## src/rtl/cfg_strobe_if.sv

```systemverilog
// DATA/STB configuration port between the test driver and the receiver.
// The rdata readback bus exists only when CFG_READBACK_EN is defined.
interface cfg_strobe_if #(
    parameter int CHANNELS = 16,
    parameter int DATABITS = 8
);
    logic [DATABITS-1:0]   data;
    logic                  stb;
    logic                  gen;
    logic [4*CHANNELS-1:0] prog_cap;
    logic [2*CHANNELS-1:0] tp_mux;
    logic [CHANNELS-1:0]   nowlin;
    logic [3*CHANNELS-1:0] trim;
    logic [CHANNELS-1:0]   lockout_mode;
    logic [2*CHANNELS-1:0] os_width;
    logic [5*CHANNELS-1:0] lockout_cv;
    logic [CHANNELS-1:0]   lockout_en_l;
    logic [6*CHANNELS-1:0] le_dac;
    logic [CHANNELS-1:0]   chan_en;
    logic [3:0]            tp_addr;
    logic                  cfg_err;
`ifdef CFG_READBACK_EN
    logic [DATABITS-1:0]   rdata;

    modport master (
        output data, stb, gen,
        input  prog_cap, tp_mux, nowlin, trim, lockout_mode, os_width,
               lockout_cv, lockout_en_l, le_dac, chan_en, tp_addr, cfg_err, rdata
    );
    modport slave (
        input  data, stb, gen,
        output prog_cap, tp_mux, nowlin, trim, lockout_mode, os_width,
               lockout_cv, lockout_en_l, le_dac, chan_en, tp_addr, cfg_err, rdata
    );
`else
    modport master (
        output data, stb, gen,
        input  prog_cap, tp_mux, nowlin, trim, lockout_mode, os_width,
               lockout_cv, lockout_en_l, le_dac, chan_en, tp_addr, cfg_err
    );
    modport slave (
        input  data, stb, gen,
        output prog_cap, tp_mux, nowlin, trim, lockout_mode, os_width,
               lockout_cv, lockout_en_l, le_dac, chan_en, tp_addr, cfg_err
    );
`endif
endinterface

```

## src/rtl/cfg_strobe_receiver.sv

```systemverilog
// Decodes the two-phase DATA/STB config write into per-channel register fields.
// Define CFG_READBACK_EN to add the rdata readback of the addressed register.
module cfg_strobe_receiver #(
    parameter int CHANNELS = 16,
    parameter int DATABITS = 8,
    parameter int SYNC_ST  = 2
) (
    input  logic        clk,
    input  logic        rst_l,
    cfg_strobe_if.slave bus
);
    typedef enum logic [1:0] {IDLE, ADDR, COMMIT} state_t;

    localparam logic [2:0] MODE_TP      = 3'd0;
    localparam logic [2:0] MODE_PCAP    = 3'd1;
    localparam logic [2:0] MODE_ONESHOT = 3'd2;
    localparam logic [2:0] MODE_LOCKOUT = 3'd3;
    localparam logic [2:0] MODE_DAC     = 3'd4;

    state_t                       state;
    logic [SYNC_ST-1:0]           stb_sync_p0;
    logic                         stb_p1;
    logic                         rise_det, fall_det;
    logic [3:0]                   addr_q;
    logic                         gmode_q;
    logic [2:0]                   mode_q;
    logic [DATABITS-2:0]          wdata_q;
    logic                         mode_valid, addr_valid, commit_ok, commit_err;
    logic [CHANNELS-1:0]          wr_sel;

    logic [CHANNELS-1:0][3:0]     prog_cap_q;
    logic [CHANNELS-1:0][1:0]     tp_mux_q;
    logic [CHANNELS-1:0]          nowlin_q;
    logic [CHANNELS-1:0][2:0]     trim_q;
    logic [CHANNELS-1:0]          lockout_mode_q;
    logic [CHANNELS-1:0][1:0]     os_width_q;
    logic [CHANNELS-1:0][4:0]     lockout_cv_q;
    logic [CHANNELS-1:0]          lockout_en_l_q;
    logic [CHANNELS-1:0][5:0]     le_dac_q;
    logic [CHANNELS-1:0]          chan_en_q;
    logic [3:0]                   tp_addr_q;
    logic                         cfg_err_q;

    // Synchronizer and edge detector stay unreset: an STB held high across
    // reset must not look like a fresh rise once reset is released.
    always_ff @(posedge clk) begin
        stb_sync_p0 <= {stb_sync_p0[SYNC_ST-2:0], bus.stb};
        stb_p1      <= stb_sync_p0[SYNC_ST-1];
    end

    assign rise_det = stb_sync_p0[SYNC_ST-1] & ~stb_p1;
    assign fall_det = ~stb_sync_p0[SYNC_ST-1] & stb_p1;

    always_ff @(posedge clk) begin
        if (state == IDLE && rise_det) begin
            addr_q  <= bus.data[7:4];
            gmode_q <= bus.data[3];
            mode_q  <= bus.data[2:0];
        end
        if (state == ADDR && fall_det) begin
            wdata_q <= bus.data[DATABITS-2:0];
        end
    end

    always_comb begin
        mode_valid = (mode_q >= MODE_PCAP) && (mode_q <= MODE_DAC);
        addr_valid = gmode_q || (int'(addr_q) < CHANNELS);
        commit_ok  = (state == COMMIT) && !bus.gen && mode_valid && addr_valid;
        commit_err = (state == COMMIT) && (mode_q != MODE_TP) && !commit_ok;
        wr_sel     = '0;
        for (int i = 0; i < CHANNELS; i++) begin
            wr_sel[i] = commit_ok && (gmode_q || int'(addr_q) == i);
        end
    end

    always_ff @(posedge clk or negedge rst_l) begin
        if (!rst_l) begin
            state          <= IDLE;
            tp_addr_q      <= '0;
            cfg_err_q      <= 1'b0;
            prog_cap_q     <= '0;
            tp_mux_q       <= '0;
            nowlin_q       <= '0;
            trim_q         <= {CHANNELS{3'h4}};
            lockout_mode_q <= '0;
            os_width_q     <= '0;
            lockout_cv_q   <= '0;
            lockout_en_l_q <= '1;
            le_dac_q       <= {CHANNELS{6'h3F}};
            chan_en_q      <= '0;
        end else begin
            cfg_err_q <= commit_err;
            case (state)
                IDLE:    if (rise_det) state <= ADDR;
                ADDR: begin
                    // Test-point routing follows the address phase alone, GEN is not consulted
                    if (mode_q == MODE_TP) tp_addr_q <= addr_q;
                    if (fall_det) state <= COMMIT;
                end
                COMMIT:  state <= IDLE;
                default: state <= IDLE;
            endcase
            for (int i = 0; i < CHANNELS; i++) begin
                if (wr_sel[i]) begin
                    case (mode_q)
                        MODE_PCAP: begin
                            nowlin_q[i]   <= wdata_q[6];
                            tp_mux_q[i]   <= wdata_q[5:4];
                            prog_cap_q[i] <= wdata_q[3:0];
                        end
                        MODE_ONESHOT: begin
                            os_width_q[i]     <= wdata_q[5:4];
                            lockout_mode_q[i] <= wdata_q[3];
                            trim_q[i]         <= wdata_q[2:0];
                        end
                        MODE_LOCKOUT: begin
                            lockout_en_l_q[i] <= wdata_q[5];
                            lockout_cv_q[i]   <= wdata_q[4:0];
                        end
                        MODE_DAC: begin
                            chan_en_q[i] <= wdata_q[6];
                            le_dac_q[i]  <= wdata_q[5:0];
                        end
                        default: ;
                    endcase
                end
            end
        end
    end

    assign bus.prog_cap     = prog_cap_q;
    assign bus.tp_mux       = tp_mux_q;
    assign bus.nowlin       = nowlin_q;
    assign bus.trim         = trim_q;
    assign bus.lockout_mode = lockout_mode_q;
    assign bus.os_width     = os_width_q;
    assign bus.lockout_cv   = lockout_cv_q;
    assign bus.lockout_en_l = lockout_en_l_q;
    assign bus.le_dac       = le_dac_q;
    assign bus.chan_en      = chan_en_q;
    assign bus.tp_addr      = tp_addr_q;
    assign bus.cfg_err      = cfg_err_q;

`ifdef CFG_READBACK_EN
    logic [DATABITS-1:0] rb_word, rdata_q;

    always_comb begin
        rb_word = '0;
        for (int i = 0; i < CHANNELS; i++) begin
            if ((gmode_q ? 0 : int'(addr_q)) == i) begin
                case (mode_q)
                    MODE_PCAP:    rb_word = {1'b0, nowlin_q[i], tp_mux_q[i], prog_cap_q[i]};
                    MODE_ONESHOT: rb_word = {2'b0, os_width_q[i], lockout_mode_q[i], trim_q[i]};
                    MODE_LOCKOUT: rb_word = {2'b0, lockout_en_l_q[i], lockout_cv_q[i]};
                    MODE_DAC:     rb_word = {1'b0, chan_en_q[i], le_dac_q[i]};
                    default:      rb_word = '0;
                endcase
            end
        end
    end

    always_ff @(posedge clk) begin
        rdata_q <= rb_word;
    end

    // Gating on state blanks the stale word in COMMIT and keeps IDLE at zero
    assign bus.rdata = (state == ADDR) ? rdata_q : '0;
`endif
endmodule

```

## src/flat_wrapper.sv

```systemverilog
// flat-port wrapper written by rule: the top's interface ports become plain ports
module cfg_strobe_receiver_flat 
#(
    parameter int CHANNELS = 16,
    parameter int DATABITS = 8,
    parameter int SYNC_ST  = 2
)
  (clk, rst_l, bus_data, bus_stb, bus_gen, bus_prog_cap, bus_tp_mux, bus_nowlin, bus_trim, bus_lockout_mode, bus_os_width, bus_lockout_cv, bus_lockout_en_l, bus_le_dac, bus_chan_en, bus_tp_addr, bus_cfg_err);
  cfg_strobe_if #(.CHANNELS(CHANNELS), .DATABITS(DATABITS)) bus_i ();
  input  logic clk;
  input  logic rst_l;
  input wire logic [$bits(bus_i.data)-1:0] bus_data;
  input wire logic [$bits(bus_i.stb)-1:0] bus_stb;
  input wire logic [$bits(bus_i.gen)-1:0] bus_gen;
  output wire logic [$bits(bus_i.prog_cap)-1:0] bus_prog_cap;
  output wire logic [$bits(bus_i.tp_mux)-1:0] bus_tp_mux;
  output wire logic [$bits(bus_i.nowlin)-1:0] bus_nowlin;
  output wire logic [$bits(bus_i.trim)-1:0] bus_trim;
  output wire logic [$bits(bus_i.lockout_mode)-1:0] bus_lockout_mode;
  output wire logic [$bits(bus_i.os_width)-1:0] bus_os_width;
  output wire logic [$bits(bus_i.lockout_cv)-1:0] bus_lockout_cv;
  output wire logic [$bits(bus_i.lockout_en_l)-1:0] bus_lockout_en_l;
  output wire logic [$bits(bus_i.le_dac)-1:0] bus_le_dac;
  output wire logic [$bits(bus_i.chan_en)-1:0] bus_chan_en;
  output wire logic [$bits(bus_i.tp_addr)-1:0] bus_tp_addr;
  output wire logic [$bits(bus_i.cfg_err)-1:0] bus_cfg_err;
  assign bus_i.data = bus_data;
  assign bus_i.stb = bus_stb;
  assign bus_i.gen = bus_gen;
  assign bus_prog_cap = bus_i.prog_cap;
  assign bus_tp_mux = bus_i.tp_mux;
  assign bus_nowlin = bus_i.nowlin;
  assign bus_trim = bus_i.trim;
  assign bus_lockout_mode = bus_i.lockout_mode;
  assign bus_os_width = bus_i.os_width;
  assign bus_lockout_cv = bus_i.lockout_cv;
  assign bus_lockout_en_l = bus_i.lockout_en_l;
  assign bus_le_dac = bus_i.le_dac;
  assign bus_chan_en = bus_i.chan_en;
  assign bus_tp_addr = bus_i.tp_addr;
  assign bus_cfg_err = bus_i.cfg_err;
  cfg_strobe_receiver #(.CHANNELS(CHANNELS), .DATABITS(DATABITS), .SYNC_ST(SYNC_ST)) u_core (.clk(clk), .rst_l(rst_l), .bus(bus_i));
endmodule
```

## config.mk

```make
export PLATFORM = sky130hd
export DESIGN_NAME = cfg_strobe_receiver_flat
export DESIGN_NICKNAME = d
export VERILOG_FILES = /design/src/rtl/cfg_strobe_if.sv /design/src/rtl/cfg_strobe_receiver.sv /design/src/flat_wrapper.sv
export SDC_FILE = /design/constraint.sdc
export NUM_CORES = 1
export LEC_CHECK = 0
export BUFFER_PORTS_ARGS = -buffer_cell sky130_fd_sc_hd__buf_2
export CAP_MARGIN = 40
export CORE_ASPECT_RATIO = 2
export CORE_MARGIN = 3
export CORE_UTILIZATION = 43
export CTS_CLUSTER_SIZE = 30
export DETAILED_ROUTE_END_ITERATION = 10
export GPL_TIMING_DRIVEN = 0
export HOLD_SLACK_MARGIN = 0.06
export PLACE_DENSITY = 0.67
export REMOVE_ABC_BUFFERS = 1
export SETUP_SLACK_MARGIN = 0.2
export SYNTH_ARGS = -nofsm -noshare
export SYNTH_HDL_FRONTEND = slang
export SYNTH_SLANG_ARGS = --single-unit
```

## constraint.sdc

```tcl
create_clock -name clk -period 2.2 [get_ports clk]
set_input_delay 0.44 -clock clk [delete_from_list [all_inputs] [get_ports clk]]
set_output_delay 0.44 -clock clk [all_outputs]
set_load 0.03 [all_outputs]
```

==> impl_results.md, run 1 <==
- Slew HR: 38.3%
- GR Overflow Total: 0
- Post-synth top area share: between 40 and 50%
- Area contributors post-synth: dfrtp_1, mux2_2, dfstp_2
- RD Place Congestion: 0.774
- RSZ-0062 raised after global routing: true
- Post-synth cell types: 33
- CTS tree: built
- Worst-path maximum fanout: 12
- Worst vdd ir: 639 uV
- Clock transition at the registers of the reported paths: 0.07 ns
- Cts hold-fix bufs: 2
- WS Path Type: reg -> reg
- Final Non-Filler Cells: 2,083
- Slew @ Worst Pin: 0.923 ns
- Initial DRC Count: 272
- Crit-path max cell delay: about 0.50 ns
- Clk_skew: just under 0.02 ns
- Buf/Inv on CP: 1
- Pwr Density: between 800 and 900 nW/um^2
- First-pass GRT wire length: approximately 75,000 um
- Part of the power in the clock network: between 30% and 40%
- Area leader, netlist: dfrtp_1
- Max-Cap Viols: 0
- Core ar.: ~40,000 um^2
- Sequential share of the synthesized area: between 60% and 70%
- Area of the die: 43,000 um^2
- Total wire length: approximately 50,000 um
- Row cnt: between 100 and 150
- Gate Count Post-Synth: about 1,000
- Final worst path period share: approximately 89%
- Seq cells post-synth: roughly 440
- Flop pwr share: 49.8%
- Wire per inst: 24.1 um
- Initial DRT Pass Iterations: 4
- Internal: 0.0131 W
- Final-report hold violation count: just under 70
- Mean post-synth cell area: between 15 and 20 um^2
- WP data required: 2.62 ns
- CP max stage cell: edfxtp_1
- Die height: between 200 and 300 um
- Clk sinks: around 440
- Vias per inst: between 5 and 6
- DRC: 0
- Starting density of the core: between 40 and 50%
- Top delay family on crit path: flip-flops
- Hold Crit Class: in -> async
- Comb pwr share: about 14%
- Clk_lat worst skew: between 0.5 and 0.6 ns
- Largest net degree at the start of global routing: between 100 and 150
- Tot Pwr: 0.0181 W
- Total track usage: 22.8%
- Final #Nets: between 1,500 and 2,000
- DP Cell Count: slightly below 2,000
- Antenna violations before repair: 3
- Setup crit end kind: register
- Boundary Pins: around 430
- Share of layout cells above drive strength 1: about three quarters
- Leakage: 12.0 nW
- Htree depth: 2
- Arrival @ worst endpoint: 2.38 ns
- IO buf count: 432
- Vias in the first global route: about 12,000
- Die Wd: ~150 um
- Worst hold margin: -0.0462 ns
- Net Sw Power: ~0.0049 W
- Mapped cell area: about 17,000 um^2
- Slew Limit Fails: 0
- Switching fraction of total power: a little over a quarter
- Yosys warns: 0
- Clk root buf: clkbuf_16
- Clk buf depth: 3
- Failing checks: negative hold slack
- Post-route ant nets: 0
- Max frequency: 0.511 GHz
- Vias: between 10,000 and 15,000
- Area growth from synthesis to layout: 30.0%
- Tmin final: around 2.0 ns
- DP HPWL: roughly 37,000 um
- Cell Chain, Critical Path: clkbuf_16 > and4b_1 > o211ai_2 > mux2_2
- Setup-failing EPs final: 0
- Status: finished, violations left
- CTS Buf Count: 38
- Worst setup SP type: register
-- routing by layer --
metal	track usage (%)	vias up	share of wire, %
met2	42.3	345	55
met5	0	-	0
met1	25.1	5722	36
met4	10.5	0	4.9
li1	-	4758	-
met3	3.86	112	4.9
-- flip-flops by register name, indices dropped and copies added (netlist names), 32 cells and up --
signal	flops
u_core.bus.tp_mux	32
u_core.bus.lockout_cv	80
u_core.bus.le_dac	96
u_core.bus.os_width	32
u_core.bus.trim	48
u_core.bus.prog_cap	64
-- power by group through the flow --
stage | Combinational (W) | Clock, W | Sequential, W
finish | 0.00253 | 0.00654 | 0.00899
floorplan | 0.000466 | 0 | 0.0101
global route | 0.00266 | 0.00699 | 0.00905
global placement | 0.00220 | 0 | 0.00924
detailed placement | 0.00250 | 0 | 0.00914
CTS | 0.00256 | 0.00671 | 0.00899
-- worst paths after layout --
kind / from / to / slack, ns / depth (start not counted)
worst min-delay path: rst_l / u_core.bus.trim[37]$_DFFE_PN0P_ / -0.05 / 1
worst min register to register: u_core.stb_sync_p0[0]$_DFF_P_ / u_core.stb_sync_p0[1]$_DFF_P_ / 0.32 / 0
worst max-delay path: u_core.addr_q[1]$_DFFE_PP_ / u_core.bus.tp_mux[15]$_DFFE_PN0P_ / 0.24 / 4
min in group clk: bus_data[5] / u_core.wdata_q[5]$_DFFE_PP_ / 0.09 / 1
max in group asynchronous: rst_l / u_core.bus.prog_cap[52]$_DFFE_PN0P_ / 0.66 / 3
worst max register to register: u_core.addr_q[1]$_DFFE_PP_ / u_core.bus.tp_mux[15]$_DFFE_PN0P_ / 0.24 / 4
-- layout by cell type, fill, tap and decap left out, types with 6 or more instances in the layout --
master     netlist  final
buf_4            5     51
buf_16           0     22
buf_8            0     18
edfxtp_1        15     15
clkbuf_1        46     12
dfrtp_1        295    293
clkbuf_8         0      6
o211ai_2        40     28
clkbuf_16        0     40
o211ai_4         0     12
buf_2           11    432
o211ai_1        20     20
mux2_2         416    416
dfstp_2        128    128
-- what timing repair did --
action / CTS / global route
pin swaps: 23 / 6
hold endpoints to repair: 71 / 69
setup endpoints to repair: 403 / 106
setup buffers: 45 / 7
resized for setup: 9 / 14
gates cloned: 0 / 0
-- worst register-to-register path: cells and delay by family (launching register included) --
kind	cells	cell delay, ns
multiplexers	1	0.40
flip-flops	1	0.50
buffers and inverters	1	0.23
AO/OA/AOI/OAI	1	0.42
AND/OR/NAND/NOR	1	0.29
-- per-stage QoR --
| step | setup TNS [ns] | instance area, um^2 | worst slack [ns] | util (%) |
|---|---|---|---|---|
| floorplan | -239.05 | 17100 | -0.952 | - |
| global placement | -3511.48 | 19900 | -7.34 | 50.1 |
| detailed placement | -23.98 | 20800 | -0.403 | 52.4 |
| CTS | 0 | 22400 | 0.221 | 56.5 |
| global route | 0 | 22600 | 0.162 | 56.9 |
| finish | 0 | 22600 | 0.241 | 56.9 |
-- area by class of cell --
class | count | area, um^2
Multi-Input combinational cell | 518 | 5960
Clock buffer | 57 | 1100
Antenna cell | 2 | 5.00
Fill cell | 3322 | 17100
Timing Repair Buffer | 528 | 3500
Tap cell | 525 | 657
Clock inverter | 11 | 82.6
Sequential cell | 441 | 11300
Inverter | 1 | 3.75
-- synthesized netlist by cell type --
master and count:
a21oi_1 2, a41o_1 1, and4b_1 4, and4bb_2 4
buf_1 10, buf_2 11, buf_4 5, clkbuf_1 46
clkbuf_2 1, dfrtp_1 295, dfstp_2 128, dfxtp_1 3
edfxtp_1 15, inv_1 1, mux2_1 4, mux2_2 416
nand2_1 1, nand2b_1 2, nand3_1 4, nand3b_1 1
nor2_2 1, nor2b_1 1, nor3_1 2, nor3b_1 1
nor3b_2 2, nor4_4 1, nor4b_1 2, nor4b_2 2
nor4b_4 2, nor4bb_4 3, o211ai_1 20, o211ai_2 40
o21ai_0 2
-- kinds of logic after synthesis --
logic type	Yosys count	synth area share, %
mux	420	27.2
compound gates	65	3.92
flops	441	64.8
simple gates	33	2.19
buf+inv	74	1.79
Power figures use the tool's default switching activity.
==> run 2, diff against run 1 <==
==> constraint.sdc (replaced) <==
create_clock -name clk -period 2.2 [get_ports clk]
set_input_delay 0.22 -clock clk [delete_from_list [all_inputs] [get_ports clk]]
set_output_delay 0.22 -clock clk [all_outputs]
set_load 0.03 [all_outputs]
==> run 2 against run 1 <==
  * The run now ends clean
  * Highest routed layer unchanged
  * Critical endpoint is now u_core.bus.tp_mux[7]$_DFFE_PN0P_
  * Sequential share of layout area is 0.20 points lower
  * Critical path depth stayed put
  * Clock-buffer cell count stayed put
==> impl_results.md, run 2 (same netlist as run 1, synthesis figures left out) <==
- Status: completed
- Switching fraction of total power: 27.2% (about the same)
- Part of the power in the clock network: 36.2% (about the same)
- Most frequent cells in the layout: buf_2, mux2_2, dfrtp_1
- Crit-path max cell delay: 0.51 ns (about the same)
- Critical path origin: u_core.addr_q[1]$_DFFE_PP_
- Flop pwr share: 49.8% (about the same)
- Register-to-Register Path Depth: 4 (unchanged)
- Max-Cap Viols: 0 (unchanged)
- Final-report hold violation count: 0 (-100%)
- Tmin final: 1.98 ns (+0.0191 ns)
- Max frequency: 0.506 GHz (-0.96%)
- Top delay family on crit path: flip-flops
- Pwr Density: 798 nW/um^2 (-0.31%)
- Die Wd: 148 um (unchanged)
- Cell Chain, Critical Path: clkbuf_16 > and4bb_2 > o211ai_2 > mux2_2
- WS Path Type: reg -> reg
- Slew @ Worst Pin: 0.941 ns (+0.0178 ns)
- Vias in the first global route: 11,700 (+0.56%)
- Clock transition at the registers of the reported paths: 0.07 ns (about the same)
- RD Place Congestion: 0.774 (unchanged)
- Clk root buf: clkbuf_16
- Worst vdd ir: 644 uV (+0.75%)
- Net Sw Power: 0.00493 W (about the same)
- GR Overflow Total: 0 (unchanged)
- WP data required: 2.61 ns (about the same)
- Area growth from synthesis to layout: 30.6%
- Design Area, Final: 22,700 um^2 (+0.40%)
- Comb pwr share: 14.1% (about the same)
- Initial DRT Pass Iterations: 4 (unchanged)
- Fillers: 3,316 (-0.18%)
- First-pass GRT wire length: 74,900 um (+0.26%)
- CP max stage cell: edfxtp_1
- Post-route ant nets: 0 (unchanged)
- Core ar.: 39,700 um^2 (unchanged)
- Antenna Cells: 0 (-2)
- Setup-failing EPs final: 0 (unchanged)
- Clk buf depth: 3 (unchanged)
- CTS Buf Count: 38 (unchanged)
- Vias per inst: 5.23 (-0.33%)
- Max reg flops: 96 (unchanged)
- RSZ-0062 raised after global routing: true
- CTS tree: built
- Clk sinks: 441 (unchanged)
- Initial DRC Count: 276 (+1.5%)
- Row cnt: 103 (unchanged)
- Post-Place Cell Area: 20,800 um^2 (unchanged)
- Wire per inst: 24.0 um (-0.46%)
- Buf/Inv on CP: 1 (unchanged)
- Internal: 0.0131 W (about the same)
- Total wire length: 50,100 um (-0.12%)
- Share of layout cells above drive strength 1: 75.6% (-0.44 points)
- Clk_lat worst skew: 0.54 ns (about the same)
- Starting density of the core: 43.7% (unchanged)
- Worst hold margin: 0.272 ns (+0.318 ns)
- Commonest non-fill, non-tap cell in the layout: buf_2
- Final worst path period share: 89.9% (+0.87 points)
- Largest net degree at the start of global routing: 124 (unchanged)
- FF-to-FF Start: u_core.addr_q[1]$_DFFE_PP_
- Antenna violations before repair: 0 (-3)
- Htree depth: 2 (unchanged)
- Hold Crit Class: in -> async
- Worst-path maximum fanout: 12 (unchanged)
- Arrival @ worst endpoint: 2.39 ns (about the same)
- Slew HR: 37.3% (-1.0 points)
- Worst setup SP type: register
- Clk_skew: 0.0196 ns (+0.000241 ns)
- Reg-to-reg slack, setup: 0.22 ns (-0.02 ns)
- DP HPWL: 36,800 um (unchanged)
- Total track usage: 22.9% (+0.053 points)
- DRC: 0 (unchanged)
- IO buf count: 432 (unchanged)
- Setup crit end kind: register
- Vias: 10,900 (unchanged)
- Die height: 290 um (unchanged)
- Slew Limit Fails: 0 (unchanged)
- Boundary Pins: 433 (unchanged)
- FF-to-FF End: u_core.bus.tp_mux[7]$_DFFE_PN0P_
- Final #Nets: 1,549 (+0.58%)
- Area of the die: 43,000 um^2 (unchanged)
- Leakage: 12.0 nW (+0.33%)
==> run 2: changes by cell type in the layout (fill, tap and decap cells not counted) <==
| cell | delta |
|---|---|
| buf_12 | +1 |
| diode_2 | -2 |
| dlygate4sd3_1 | +9 |
| buf_8 | -1 |
==> run 2: repair_timing <==
| item | in CTS | in global routing |
|---|---|---|
| endpoints found under the hold margin | 86 | 0 |
| gates cloned | 0 | 0 |
| gates resized for setup | 9 | 15 |
| hold buffers | 11 | 0 |
| setup endpoints to repair | 403 | 233 |
| pin swaps | 23 | 6 |
| buffers inserted | 45 | 7 |
==> run 2: power groups by stage <==
stage / logic, W / registers, W / clock network (W)
after floorplan: 0.000466 / 0.0101 / 0
after global placement: 0.00220 / 0.00924 / 0
after detailed placement: 0.00250 / 0.00914 / 0
after CTS: 0.00257 / 0.00899 / 0.00671
after global routing: 0.00267 / 0.00905 / 0.00699
final: 0.00254 / 0.00899 / 0.00654
==> run 2: metal layers <==
layer / part of all wire, % / up-vias / global-route usage [%]
met2: 55 / 355 / 42.5
met4: 4.6 / 0 / 10.3
li1: - / 4771 / -
met3: 4.9 / 108 / 3.67
met1: 35 / 5703 / 25.3
met5: 0 / - / 0
==> run 2: area by class of cell <==
type	count	area [um^2]	share of cell area [%]
flip-flops and latches	441	11300	49.7
multi-input cells	518	5960	26.3
inverters	1	3.75	0.0166
repair buffers	537	3590	15.9
well taps	525	657	2.90
clock buffers	57	1100	4.87
clock inverters	11	82.6	0.364
==> run 2: worst max path at each step <==
| stage | endpoint | cells past startpoint |
|---|---|---|
| floorplan | u_core.bus.chan_en[15]$_DFFE_PN0P_ | 3 |
| global placement | u_core.bus.chan_en[10]$_DFFE_PN0P_ | 1 |
| detailed placement | u_core.bus.lockout_cv[53]$_DFFE_PN0P_ | 4 |
| CTS | u_core.bus.lockout_cv[59]$_DFFE_PN0P_ | 4 |
| global route | u_core.bus.tp_mux[6]$_DFFE_PN0P_ | 4 |
| finish | u_core.bus.tp_mux[7]$_DFFE_PN0P_ | 4 |
==> run 2: per-stage QoR <==
stage | TNS [ns] | util [%] | setup slack [ns] | instances | power [W]
2_1_floorplan | -239.05 | - | -0.952 | 960 | 0.0105
3_3_place_gp | -3403.87 | 50.1 | -7.12 | 1917 | 0.0114
3_5_place_dp | -20.76 | 52.4 | -0.403 | 1959 | 0.0116
4_1_cts | 0 | 56.7 | 0.221 | 2083 | 0.0183
5_1_grt | 0 | 57.1 | 0.164 | 2090 | 0.0187
6_report | 0 | 57.1 | 0.222 | 2090 | 0.0181
==> run 3, diff against run 2 <==
--- a/config.mk
+++ b/config.mk
@@ -7,7 +7,7 @@
 export LEC_CHECK = 0
 export BUFFER_PORTS_ARGS = -buffer_cell sky130_fd_sc_hd__buf_2
 export CAP_MARGIN = 40
-export CORE_ASPECT_RATIO = 2
+export CORE_ASPECT_RATIO = 0.9
 export CORE_MARGIN = 3
 export CORE_UTILIZATION = 43
 export CTS_CLUSTER_SIZE = 30
==> run 3 against run 2 <==
  * Fmax increased by 2.5%
  * Non-clock buffer count down 4
  * Worst hold slack got worse by 0.10 ns
  * Critical path type unchanged
  * Largest cell class unchanged
  * Largest power group unchanged
==> impl_results.md, run 3 (same netlist as run 1, synthesis figures left out) <==
- Status: completed
- Initial DRC Count: 517 (+87%)
- Area of the die: 42,800 um^2 (-0.33%)
- DRC: 0 (unchanged)
- Max-Cap Viols: 0 (unchanged)
- Post-route ant nets: 0 (unchanged)
- Largest net degree at the start of global routing: 124 (unchanged)
- Setup-failing EPs final: 0 (unchanged)
- Boundary Pins: 433 (unchanged)
- Core ar.: 39,600 um^2 (-0.17%)
- Worst-path maximum fanout: 12 (unchanged)
- Slew @ Worst Pin: 0.896 ns (-0.0449 ns)
- Final worst path period share: 87.7% (-2.2 points)
- Vias: 10,900 (-0.24%)
- Worst setup SP type: register
- Clk_lat worst skew: 0.57 ns (+0.03 ns)
- WS Path Type: reg -> reg
- Antenna Cells: 0 (unchanged)
- CP max stage cell: edfxtp_1
- Max reg flops: 96 (unchanged)
- DP Cell Count: 1,963 (+0.20%)
- First-pass GRT wire length: 73,700 um (-1.6%)
- CTS Buf Count: 47 (+24%)
- Arrival @ worst endpoint: 2.38 ns (about the same)
- Share of layout cells above drive strength 1: 76.0% (+0.39 points)
- Commonest non-fill, non-tap cell in the layout: buf_2
- Final #Nets: 1,554 (+0.32%)
- Max frequency: 0.518 GHz (+2.5%)
- CTS tree: built
- Worst vdd ir: 638 uV (-0.96%)
- GR Overflow Total: 0 (unchanged)
- Setup crit end kind: register
- Htree depth: 2 (unchanged)
- WP data required: 2.65 ns (+0.04 ns)
- Slew Limit Fails: 0 (unchanged)
- Buf/Inv on CP: 2 (+1)
- Crit-path max cell delay: 0.41 ns (-0.10 ns)
- Most frequent cells in the layout: buf_2, mux2_2, dfrtp_1
- Cell Chain, Critical Path: buf_12 > buf_4 > and4bb_2 > o211ai_2 > mux2_2
- Area growth from synthesis to layout: 32.6%
- RD Place Congestion: 0.757 (-2.1%)
- Leakage: 12.2 nW (+1.7%)
- FF-to-FF Start: u_core.addr_q[3]$_DFFE_PP_
- Vias in the first global route: 11,800 (+1.6%)
- Hold Crit Class: in -> async
- Die height: 197 um (-32%)
- Vias per inst: 5.17 (-1.2%)
- Clock transition at the registers of the reported paths: 0.06 ns (about the same)
- Antenna violations before repair: 0 (unchanged)
- Clk_skew: 0.0114 ns (-0.00820 ns)
- RSZ-0062 raised after global routing: false
- Clk buf depth: 3 (unchanged)
- Tmin final: 1.93 ns (-0.0491 ns)
- Total track usage: 22.4% (-0.51 points)
- Critical path origin: u_core.addr_q[3]$_DFFE_PP_
- Final-report hold violation count: 0 (unchanged)
- Slew HR: 40.1% (+2.8 points)
- Total wire length: 48,300 um (-3.7%)
- Total Neg Setup Slack: 0 ns (unchanged)
- Clk sinks: 441 (unchanged)
- Wire per inst: 22.9 um (-4.6%)
- DP HPWL: 34,200 um (-7.1%)
- Starting density of the core: 43.8% (+0.073 points)
- Initial DRT Pass Iterations: 4 (unchanged)
- Top delay family on crit path: flip-flops
- Row cnt: 69 (-33%)
- Clk root buf: clkbuf_16
- Pwr Density: 846 nW/um^2 (+6.0%)
- Die Wd: 218 um (+47%)
- Final Non-Filler Cells: 2,110 (+0.96%)
- IO buf count: 432 (unchanged)
==> run 3: cell types whose count changed in the layout (fill, tap and decap cells not counted), moves of 4 or more <==
| cell | previous run | this run |
|---|---|---|
| buf_16 | 22 | 26 |
| buf_8 | 17 | 10 |
| clkbuf_16 | 40 | 49 |
| clkbuf_8 | 6 | 10 |
| clkinv_1 | 4 | 0 |
| clkinv_2 | 4 | 8 |
| o211ai_2 | 28 | 33 |
| o211ai_4 | 12 | 7 |
==> run 3: layout make-up <==
type	count	area, um^2
Tap cell	532	666
Fill cell	3138	16600
Sequential cell	441	11300
Timing Repair Buffer	533	3600
Clock buffer	70	1410
Inverter	1	3.75
Multi-Input combinational cell	518	5920
Clock inverter	15	163
==> run 3: final timing paths <==
check,end,slack (ns),cells after the start
worst max-delay path,u_core.bus.lockout_cv[46]$_DFFE_PN0P_,0.27,5
worst min-delay path,u_core.bus.os_width[0]$_DFFE_PN0P_,0.17,2
worst max register to register,u_core.bus.lockout_cv[46]$_DFFE_PN0P_,0.27,5
worst min register to register,u_core.stb_sync_p0[1]$_DFF_P_,0.34,0
max in group asynchronous,u_core.bus.chan_en[1]$_DFFE_PN0P_,0.52,4
min in group clk,u_core.stb_sync_p0[1]$_DFF_P_,0.34,0
==> run 3: metrics by stage <==
stage / util (%) / worst slack [ns] / hold slack (ns) / cell area (um^2) / total power, W
floorplan: - / -0.952 / -0.0756 / 17100 / 0.0105
global placement: 50.2 / -7.22 / 0.321 / 19900 / 0.0114
detailed placement: 52.5 / -0.407 / 0.232 / 20800 / 0.0116
CTS: 57.8 / 0.188 / 0.217 / 22900 / 0.0196
global route: 58.1 / 0.202 / 0.201 / 23000 / 0.0202
finish: 58.1 / 0.271 / 0.168 / 23000 / 0.0195
==> run 3: power breakdown <==
| part | total (W) | switching [W] | internal, W |
|---|---|---|---|
| Sequential | 0.00900 | 0.000268 | 0.00873 |
| Combinational | 0.00253 | 0.00169 | 0.000833 |
| Clock | 0.00794 | 0.00317 | 0.00477 |
| Total | 0.0195 | 0.00513 | 0.0143 |
==> run 3: layer usage <==
layer	part of all wire [%]	track usage (%)	up-vias	routed length (um)
li1	-	-	4797	-
met1	41	28.5	5695	20000
met2	49	37.9	339	23500
met3	7.3	5.77	80	3530
met4	2.6	6.98	0	1250
met5	0	0	-	0
==> run 3: repair_timing <==
item | 4_1_cts | 5_1_grt
resized for setup | 9 | 6
endpoints found under the setup margin | 416 | 105
buffers inserted | 43 | 8
endpoints found under the hold margin | 90 | 0
cloned | 0 | 0
hold buffers | 11 | 0
pin swaps | 22 | 8
